[src/rtl/switch_request_latch.sv]
// Switch front end: sync, debounce, pending capture, valid/ack snapshot.
// Optional sticky merged-edge flag built with PENDING_OVERRUN_EN.
module switch_request_latch #(
  parameter int DEBOUNCE_CYCLES = 16,
  parameter int CNT_W = 5
) (
  input  logic       clk,
  input  logic       rst,
  input  logic [7:0] sw,
  output logic [7:0] req,
  output logic       valid,
  input  logic       ack
`ifdef PENDING_OVERRUN_EN
  ,
  output logic       overrun
`endif
);

  typedef enum logic [1:0] {
    IDLE    = 2'd0,
    PRESENT = 2'd1,
    GAP     = 2'd2
  } state_t;

  localparam logic [CNT_W-1:0] CNT_MAX =
    CNT_W'(DEBOUNCE_CYCLES - 1);

  logic [7:0]       sync1;
  logic [7:0]       sync2;
  logic [7:0]       stable;
  logic [7:0]       stable_q;
  logic [7:0]       rise_q;
  logic [7:0]       pending;
  logic [7:0]       clr;
  logic [7:0]       hi;
  logic [CNT_W-1:0] cnt [8];

  state_t state_q;
  state_t state_d;
  logic   load;
  logic   drop;

  always_ff @(posedge clk) begin
    if (rst) begin
      sync1 <= '0;
      sync2 <= '0;
    end else begin
      sync1 <= sw;
      sync2 <= sync1;
    end
  end

  always_ff @(posedge clk) begin
    if (rst) begin
      stable <= '0;
      for (int b = 0; b < 8; b++)
        cnt[b] <= '0;
    end else begin
      for (int b = 0; b < 8; b++) begin
        if (sync2[b] != stable[b]) begin
          if (cnt[b] == CNT_MAX) begin
            stable[b] <= sync2[b];
            cnt[b]    <= '0;
          end else begin
            cnt[b] <= cnt[b] + 1'b1;
          end
        end else begin
          cnt[b] <= '0;
        end
      end
    end
  end

  // Registered rise pulse; a same-cycle set beats the ack clear.
  always_ff @(posedge clk) begin
    if (rst) begin
      stable_q <= '0;
      rise_q   <= '0;
      pending  <= '0;
    end else begin
      stable_q <= stable;
      rise_q   <= stable & ~stable_q;
      pending  <= (pending & ~clr) | rise_q;
    end
  end

  always_ff @(posedge clk) begin
    if (rst)
      state_q <= IDLE;
    else
      state_q <= state_d;
  end

  always_comb begin
    state_d = state_q;
    unique case (state_q)
      IDLE:    if (|pending) state_d = PRESENT;
      PRESENT: if (ack) state_d = GAP;
      GAP:     state_d = IDLE;
      default: state_d = IDLE;
    endcase
  end

  always_comb begin
    load  = 1'b0;
    drop  = 1'b0;
    valid = 1'b0;
    unique case (state_q)
      IDLE:    load = |pending;
      PRESENT: begin
        valid = 1'b1;
        drop  = ack;
      end
      GAP:     ;
      default: ;
    endcase
  end

  // One-hot of the highest set bit of the frozen snapshot.
  always_comb begin
    hi = '0;
    for (int b = 0; b < 8; b++) begin
      if (req[b]) begin
        hi    = '0;
        hi[b] = 1'b1;
      end
    end
  end

  assign clr = drop ? hi : 8'h00;

  always_ff @(posedge clk) begin
    if (rst || drop)
      req <= '0;
    else if (load)
      req <= pending;
  end

`ifdef PENDING_OVERRUN_EN
  always_ff @(posedge clk) begin
    if (rst)
      overrun <= 1'b0;
    else if (|(rise_q & pending))
      overrun <= 1'b1;
  end
`endif

endmodule

[config.mk]
export PLATFORM = sky130hd
export DESIGN_NAME = switch_request_latch
export DESIGN_NICKNAME = d
export VERILOG_FILES = /design/src/rtl/switch_request_latch.sv
export SDC_FILE = /design/constraint.sdc
export NUM_CORES = 1
export LEC_CHECK = 0
export CAP_MARGIN = 30
export CORE_MARGIN = 5
export CORE_UTILIZATION = 45
export DETAILED_ROUTE_END_ITERATION = 6
export GPL_TIMING_DRIVEN = 0
export PLACE_DENSITY = 0.71
export SLEW_MARGIN = 0
export SYNTH_ARGS = -nofsm -noshare
export SYNTH_HDL_FRONTEND = slang
export SYNTH_SLANG_ARGS = --single-unit
[constraint.sdc]
create_clock -name clk -period 2.8 [get_ports clk]
set_clock_uncertainty 0.05 [all_clocks]
set_input_delay 0.42 -clock clk [delete_from_list [all_inputs] [get_ports clk]]
set_output_delay 0.42 -clock clk [all_outputs]
set_load 0.01 [all_outputs]
==> results of run 1 <==
==> per-layer routing <==
metal	up-vias	wire length, um
li1	1242	-
met1	1090	2740
met2	34	2780
met3	11	195
met4	0	137
met5	-	0
==> worst reg2reg max path, stage by stage (launching register included) <==
cell and delay, ns:
edfxtp_1 0.43, ha_1 0.24, and3_1 0.19, ha_1 0.22, or3_4 0.41, nor2_1 0.13
==> Yosys cell counts <==
library cell,count
a211oi_1,9
a21oi_1,11
a311oi_1,2
and3_1,8
buf_2,4
buf_6,1
clkbuf_1,2
conb_1,1
dfxtp_1,58
edfxtp_1,40
ha_1,16
inv_1,20
mux2i_1,8
nand2_2,1
nand2b_1,1
nand3_1,8
nand3b_1,1
nand4bb_4,1
nor2_1,62
nor2_2,1
nor2_4,1
nor2b_1,33
nor3_1,3
nor3b_1,3
nor4_1,1
nor4_2,2
nor4b_1,2
o21a_1,1
o21bai_1,2
o41ai_1,1
or2_1,1
or3_1,3
or3_4,5
or4_4,1
xnor2_1,16
xor2_1,8
==> stage by stage <==
stage          worst slack [ns]  instances  hold slack, ns  total power [mW]
2_1_floorplan              1.13        377           0.317              1.64
3_3_place_gp              0.683        504           0.322              1.67
3_5_place_dp              0.635        504           0.322              1.67
4_1_cts                   0.771        520           0.331              2.65
5_1_grt                   0.699        520           0.344              2.73
6_report                  0.790        520           0.331              2.63
==> cell usage in the layout (no fill, tap or decap), types with 2 or more instances in the layout <==
cell type and n:
inv_1 20, o21bai_1 2, conb_1 40, nor2b_1 33, bufinv_16 2, edfxtp_1 40, dfxtp_1 58, nor4b_1 2
a21oi_1 11, nand3_1 8, xor2_1 8, nor4_2 2, and3_1 8, clkbuf_1 2, nor3b_1 3, inv_6 2
mux2i_1 8, xnor2_1 16, nor2_1 62, or3_4 5, ha_1 16, a311oi_1 2, clkbuf_8 9, clkinv_2 2
or3_1 3, buf_2 4, nor3_1 3, clkdlybuf4s50_1 19, a211oi_1 9
==> worst paths after layout <==
kind,start,endpoint,slack [ns]
worst min-delay path,stable_q[3],rise_q[3],0.33
worst min register to register,stable_q[3],rise_q[3],0.33
worst max register to register,cnt[0][15],cnt[0][16],0.98
worst max-delay path,state_q[0],valid,0.79
==> kinds of logic after synthesis <==
family                   after synthesis  synth area share (%)
buffers and inverters                 27                  2.91
other                                  1                0.0958
AND/OR/NAND/NOR                      138                  19.8
XOR/XNOR                              24                  5.37
adder cells (fa/ha/maj)               16                  5.11
flip-flops                            98                  60.3
multiplexers                           8                  2.05
AO/OA/AOI/OAI                         26                  4.38
==> state kept, by name, indices dropped and copies added, names as in the netlist <==
name / cells
cnt: 40
rise_q: 8
sync2: 8
sync1: 8
req: 8
stable_q: 8
stable: 8
pending: 8
state_q: 2
==> area by class of cell <==
class / instances / area [um^2]
fillers: 749 / 3990
multi-input cells: 252 / 1590
repair buffers: 19 / 190
plain buffers: 7 / 38.8
well taps: 108 / 135
inverters: 20 / 75.1
flip-flops and latches: 98 / 2360
clock inverters: 7 / 91.3
clock buffers: 9 / 124
==> power by group <==
group / switching (mW) / internal, mW / total, mW
combinational: 0.0542 / 0.0478 / 0.102
sequential: 0.0203 / 1.52 / 1.54
clock: 0.482 / 0.504 / 0.986
==> metrics.md, run 1 <==
| Metric | Value |
|---|---|
| Nets | roughly 430 |
| Period utilization | around 72% |
| GR Layer Usage met2 | 19.9% |
| Mapped cell area | 3920 um^2 |
| Drt first pass iters | 4 |
| Worst-case clock buffer depth | 2 |
| PwrDens | 571 nW/um^2 |
| Initial Util | 45.6% |
| Hpwl dp | 4220 um |
| GPL Wtd Cong | 0.761 |
| Critical Path RT | between 2 and 2.5 ns |
| Number of distinct library cells after synthesis | 36 |
| CP Class | flip-flop to output pin |
| Syn Area/Cell | 11.6 um^2 |
| # setup viols final | 0 |
| Cts hold-fix bufs | 0 |
| DR WL/cell | 11.3 um |
| Worst Tran Pin Value | 0.579 ns |
| Area Growth Syn to Fin | 17.5% |
| Hold Fails Final Rpt | 0 |
| Cell chain of the critical path | nor2b_1 -> clkdlybuf4s50_1 |
| Yosys warns | 0 |
| Total CTS buffers | 9 |
| # resized after CTS | 0 |
| Slew headroom | 61.4% |
| Max-Cap Viols | 0 |
| Worst skew pair latency | 0.36 ns |
| Core Area | 8590 um^2 |
| Area leader, netlist | edfxtp_1 |
| Io pins | 20 |
| Synthesis-stage register bit count | 98 |
| CTS sink cnt | 98 |
| Critical path's top delay family | buffers and inverters |
| Grt total ovfl | 0 |
| GRT Util Overall | 12.0% |
| Die area | 10700 um^2 |
| DR vias/cell | roughly 4.6 |
| Tmin final | just over 2 ns |
| Cell leakage power | 1.81 nW |
| Post-CTS Setup Bufs | 0 |
| Final Instance Area | 4600 um^2 |
| Cells on Worst Hold Path | 1 |
| Top cells by area, synth | edfxtp_1 (31%), dfxtp_1 (30%), nor2_1 (5.9%) |
| Worst path max stage delay | 0.54 ns |
| TNS Setup | 0 ns |
| Die H | between 100 and 150 um |
| Worst Path Arrival | 1.54 ns |
| Met1 usage | 14.7% |
| H-tree Lvls | 3 |
| Outcome | finished, final reports clean |
| Final core occ | approximately 54% |
| Post-synth top area share | 30.7% |
| Critical path startpoint category | flip-flop |
| Met3 Use GR | 2.15% |
| Pin count of the biggest net entering global routing | 17 |
| First-pass GRT wire length | 10000 um |
| Mapped Cells | 338 |
| Clock slew at the register clock pins of the worst setup and hold paths | 0.09 ns |
| Initial antenna violation count | 0 |
| Number of global-route vias before repair | approximately 2300 |
| Path depth of the worst reg2reg path | 5 |
| Worst Path Max Fanout | 7 |
| Slowest cell on the critical path | clkdlybuf4s50_1 |
| Worst setup EP type | output pin |
| Port-buffer cells | 19 |
| Clk Tree Root Cell | clkbuf_8 |
| WP depth | 2 |
| Die X | 103 um |
| Initial DRC count | 53 |
| RSZ-0062 raised after global routing | no |
| Share of cells above drive strength 1 | under 10% |
| Post-Place Cell Area | 4390 um^2 |
| Max Fclk | 497 MHz |
| Buf/Inv on CP | 1 |
| Drc violations | 0 |
| Hold Path Class | flip-flop to flip-flop |
| Row count | 34 |
| Via Count | 2377 |
| Routed wire length | 5860 um |
| CTS tree | built |
| Ant. Diodes | 0 |
| VDD IR-drop max | 337 uV |
| Busiest layer in global routing | met2 |
| Register area share after synthesis | 60.3% |
| Slew Viols, Final | 0 |
| Final ANT Viol Nets | 0 |
(Power assumes the default switching activity.)
==> run 2: changes to the inputs <==
--- a/config.mk
+++ b/config.mk
@@ -10,7 +10,7 @@
 export CORE_UTILIZATION = 45
 export DETAILED_ROUTE_END_ITERATION = 6
 export GPL_TIMING_DRIVEN = 0
-export PLACE_DENSITY = 0.71
+export PLACE_DENSITY = 0.73
 export SLEW_MARGIN = 0
 export SYNTH_ARGS = -nofsm -noshare
 export SYNTH_HDL_FRONTEND = slang
==> constraint.sdc (replaced) <==
create_clock -name clk -period 1.65 [get_ports clk]
set_clock_uncertainty 0.05 [all_clocks]
set_input_delay 0.2475 -clock clk [delete_from_list [all_inputs] [get_ports clk]]
set_output_delay 0.2475 -clock clk [all_outputs]
set_load 0.01 [all_outputs]
==> metrics.md, run 2 (synthesis results as in run 1) <==
| Metric | Value |
|---|---|
| Outcome | finished with violations |
| Failing checks | setup timing |
| PwrDens | 870 nW/um^2 |
| Period utilization | 101% |
| Critical path startpoint category | flip-flop |
| Port-buffer cells | 19 |
| Worst Tran Pin Value | 0.510 ns |
| RSZ-0062 raised after global routing | yes |
| DR vias/cell | 4.63 |
| Nets | about 460 |
| Ant. Diodes | 0 |
| Number of flip-flops in the largest register | 40 |
| Via Count | 2509 |
| H-tree Lvls | 3 |
| # setup viols final | 3 |
| TNS Setup | -0.0227 ns |
| Worst Path Arrival | about 1.8 ns |
| Share of cells above drive strength 1 | 26.3% |
| Finished Layout Cells | 542 |
| Max Fclk | 603 MHz |
| Initial antenna violation count | 0 |
| Drt first pass iters | 4 |
| Max-Cap Viols | 0 |
| Most common cell after layout, fill and taps aside | dfxtp_1 |
| Hold Fails Final Rpt | 0 |
| Worst-case clock buffer depth | 2 |
| Number of global-route vias before repair | 2403 |
| GRT Util Overall | 12.8% |
| Clk Tree Root Cell | clkbuf_8 |
| Largest Register | cnt |
| Io pins | 20 |
| Slew Viols, Final | 0 |
| Die area | 10700 um^2 |
| Core Area | 8590 um^2 |
| Cell chain of the critical path | ha_2 -> and3_4 -> ha_4 -> or3_4 -> nor2_1 |
| First-pass GRT wire length | between 10000 and 15000 um |
| Routed wire length | 6380 um |
| Pre-CTS setup slack | -0.337 ns |
| Tmin final | between 1.5 and 2 ns |
| Initial Util | 45.6% |
| Initial DRC count | 41 |
| Slew headroom | ~66% |
| Die H | 103 um |
| # fillers | 718 |
| Final core occ | 58.3% |
| Cells on Worst Hold Path | 1 |
| VDD IR-drop max | between 400 and 500 uV |
| Slowest cell on the critical path | or3_4 |
| CP Class | flip-flop to flip-flop |
| Die X | 103 um |
| Clock slew at the register clock pins of the worst setup and hold paths | roughly 0.090 ns |
| Final setup margin | -0.00963 ns |
| GPL Wtd Cong | 0.737 |
| Pin count of the biggest net entering global routing | 15 |
| Drc violations | 0 |
| Area Growth Syn to Fin | 27.9% |
| Dpl cells | roughly 500 |
| Row count | 34 |
| Worst path max stage delay | 0.42 ns |
| Worst setup EP type | flip-flop |
| Commonest cells after routing, fill and taps aside | dfxtp_1 (52), edfxtp_1 (40), conb_1 (40) |
| Path depth of the worst reg2reg path | 5 |
| Cell leakage power | 1.91 nW |
| CTS sink cnt | 98 |
| Hpwl dp | 4200 um |
| Worst skew pair latency | 0.35 ns |
| Tot Pwr | 4.36 mW |
| Final ANT Viol Nets | 0 |
| Grt total ovfl | 0 |
| CTS tree | built |
| Total CTS buffers | 9 |
| DR WL/cell | between 10 and 15 um |
| Worst Path Max Fanout | 5 |
| Hold Path Class | flip-flop to flip-flop |
| Critical Path RT | 1.81 ns |
[run 2: cell count changes in the layout (fill, tap and decap cells not counted), sizes merged]
cell,change
buf,+22
bufinv,-2
clkbuf,+6
clkdlybuf4s50,-2
clkinv,-2
dlygate4sd2,+1
dlymetal6s2s,+1
inv,-2
[run 2: final cells by class]
cell class	instances	area [um^2]	area share, %
multi-input combinational	252	1830	36.5
tap	108	135	2.70
sequential	98	2370	47.3
clock inverter	1	5.00	0.0999
buffer	7	40.0	0.799
timing repair buffer	41	357	7.12
clock buffer	15	196	3.92
inverter	20	75.1	1.50
[run 2: repair_timing]
action                                  in CTS  in global routing
hold buffers                                 0                  0
endpoints found under the setup margin      44                 50
resized for setup                           20                 51
hold endpoints to repair                     0                  0
pin swaps                                   13                 27
buffers inserted                            10                 12
[run 2: critical path, delay by kind of cell, from the launching register on]
kind | cells | cell delay, ns
flops | 1 | 0.41
fa+ha+maj | 2 | 0.36
simple gates | 3 | 0.71
[run 2: power breakdown]
part           switching, mW  internal [mW]
clock                  0.754          0.755
combinational          0.121          0.115
sequential            0.0347           2.58
[run 2: worst paths after layout]
kind	start	endpoint	slack [ns]
setup / recovery	cnt[0][16]	cnt[0][16]	-0.01
hold / removal	stable_q[2]	rise_q[2]	0.33
setup reg to reg	cnt[0][16]	cnt[0][16]	-0.01
hold reg to reg	stable_q[2]	rise_q[2]	0.33
[run 2: metal layers]
metal	part of all wire (%)	global-route usage, %	up-vias
met2	49	21.0	41
met3	2.8	2.35	9
li1	-	-	1291
met1	46	16.1	1168
met5	0	0	-
met4	1.8	6.57	0
[run 2: metrics by stage]
step,hold WS [ns],cell area (um^2)
6_report,0.333,5010
3_5_place_dp,0.323,4400
3_3_place_gp,0.322,4400
4_1_cts,0.331,4720
2_1_floorplan,0.317,4080
5_1_grt,0.339,5010
==> run 3: changes to the inputs <==
--- a/config.mk
+++ b/config.mk
@@ -8,6 +8,7 @@
 export CAP_MARGIN = 30
 export CORE_MARGIN = 5
 export CORE_UTILIZATION = 45
+export CTS_CLUSTER_SIZE = 20
 export DETAILED_ROUTE_END_ITERATION = 6
 export GPL_TIMING_DRIVEN = 0
 export PLACE_DENSITY = 0.73
==> results of run 3 <==
Same layout as run 2: the final DEF is identical, and so are final timing and power.
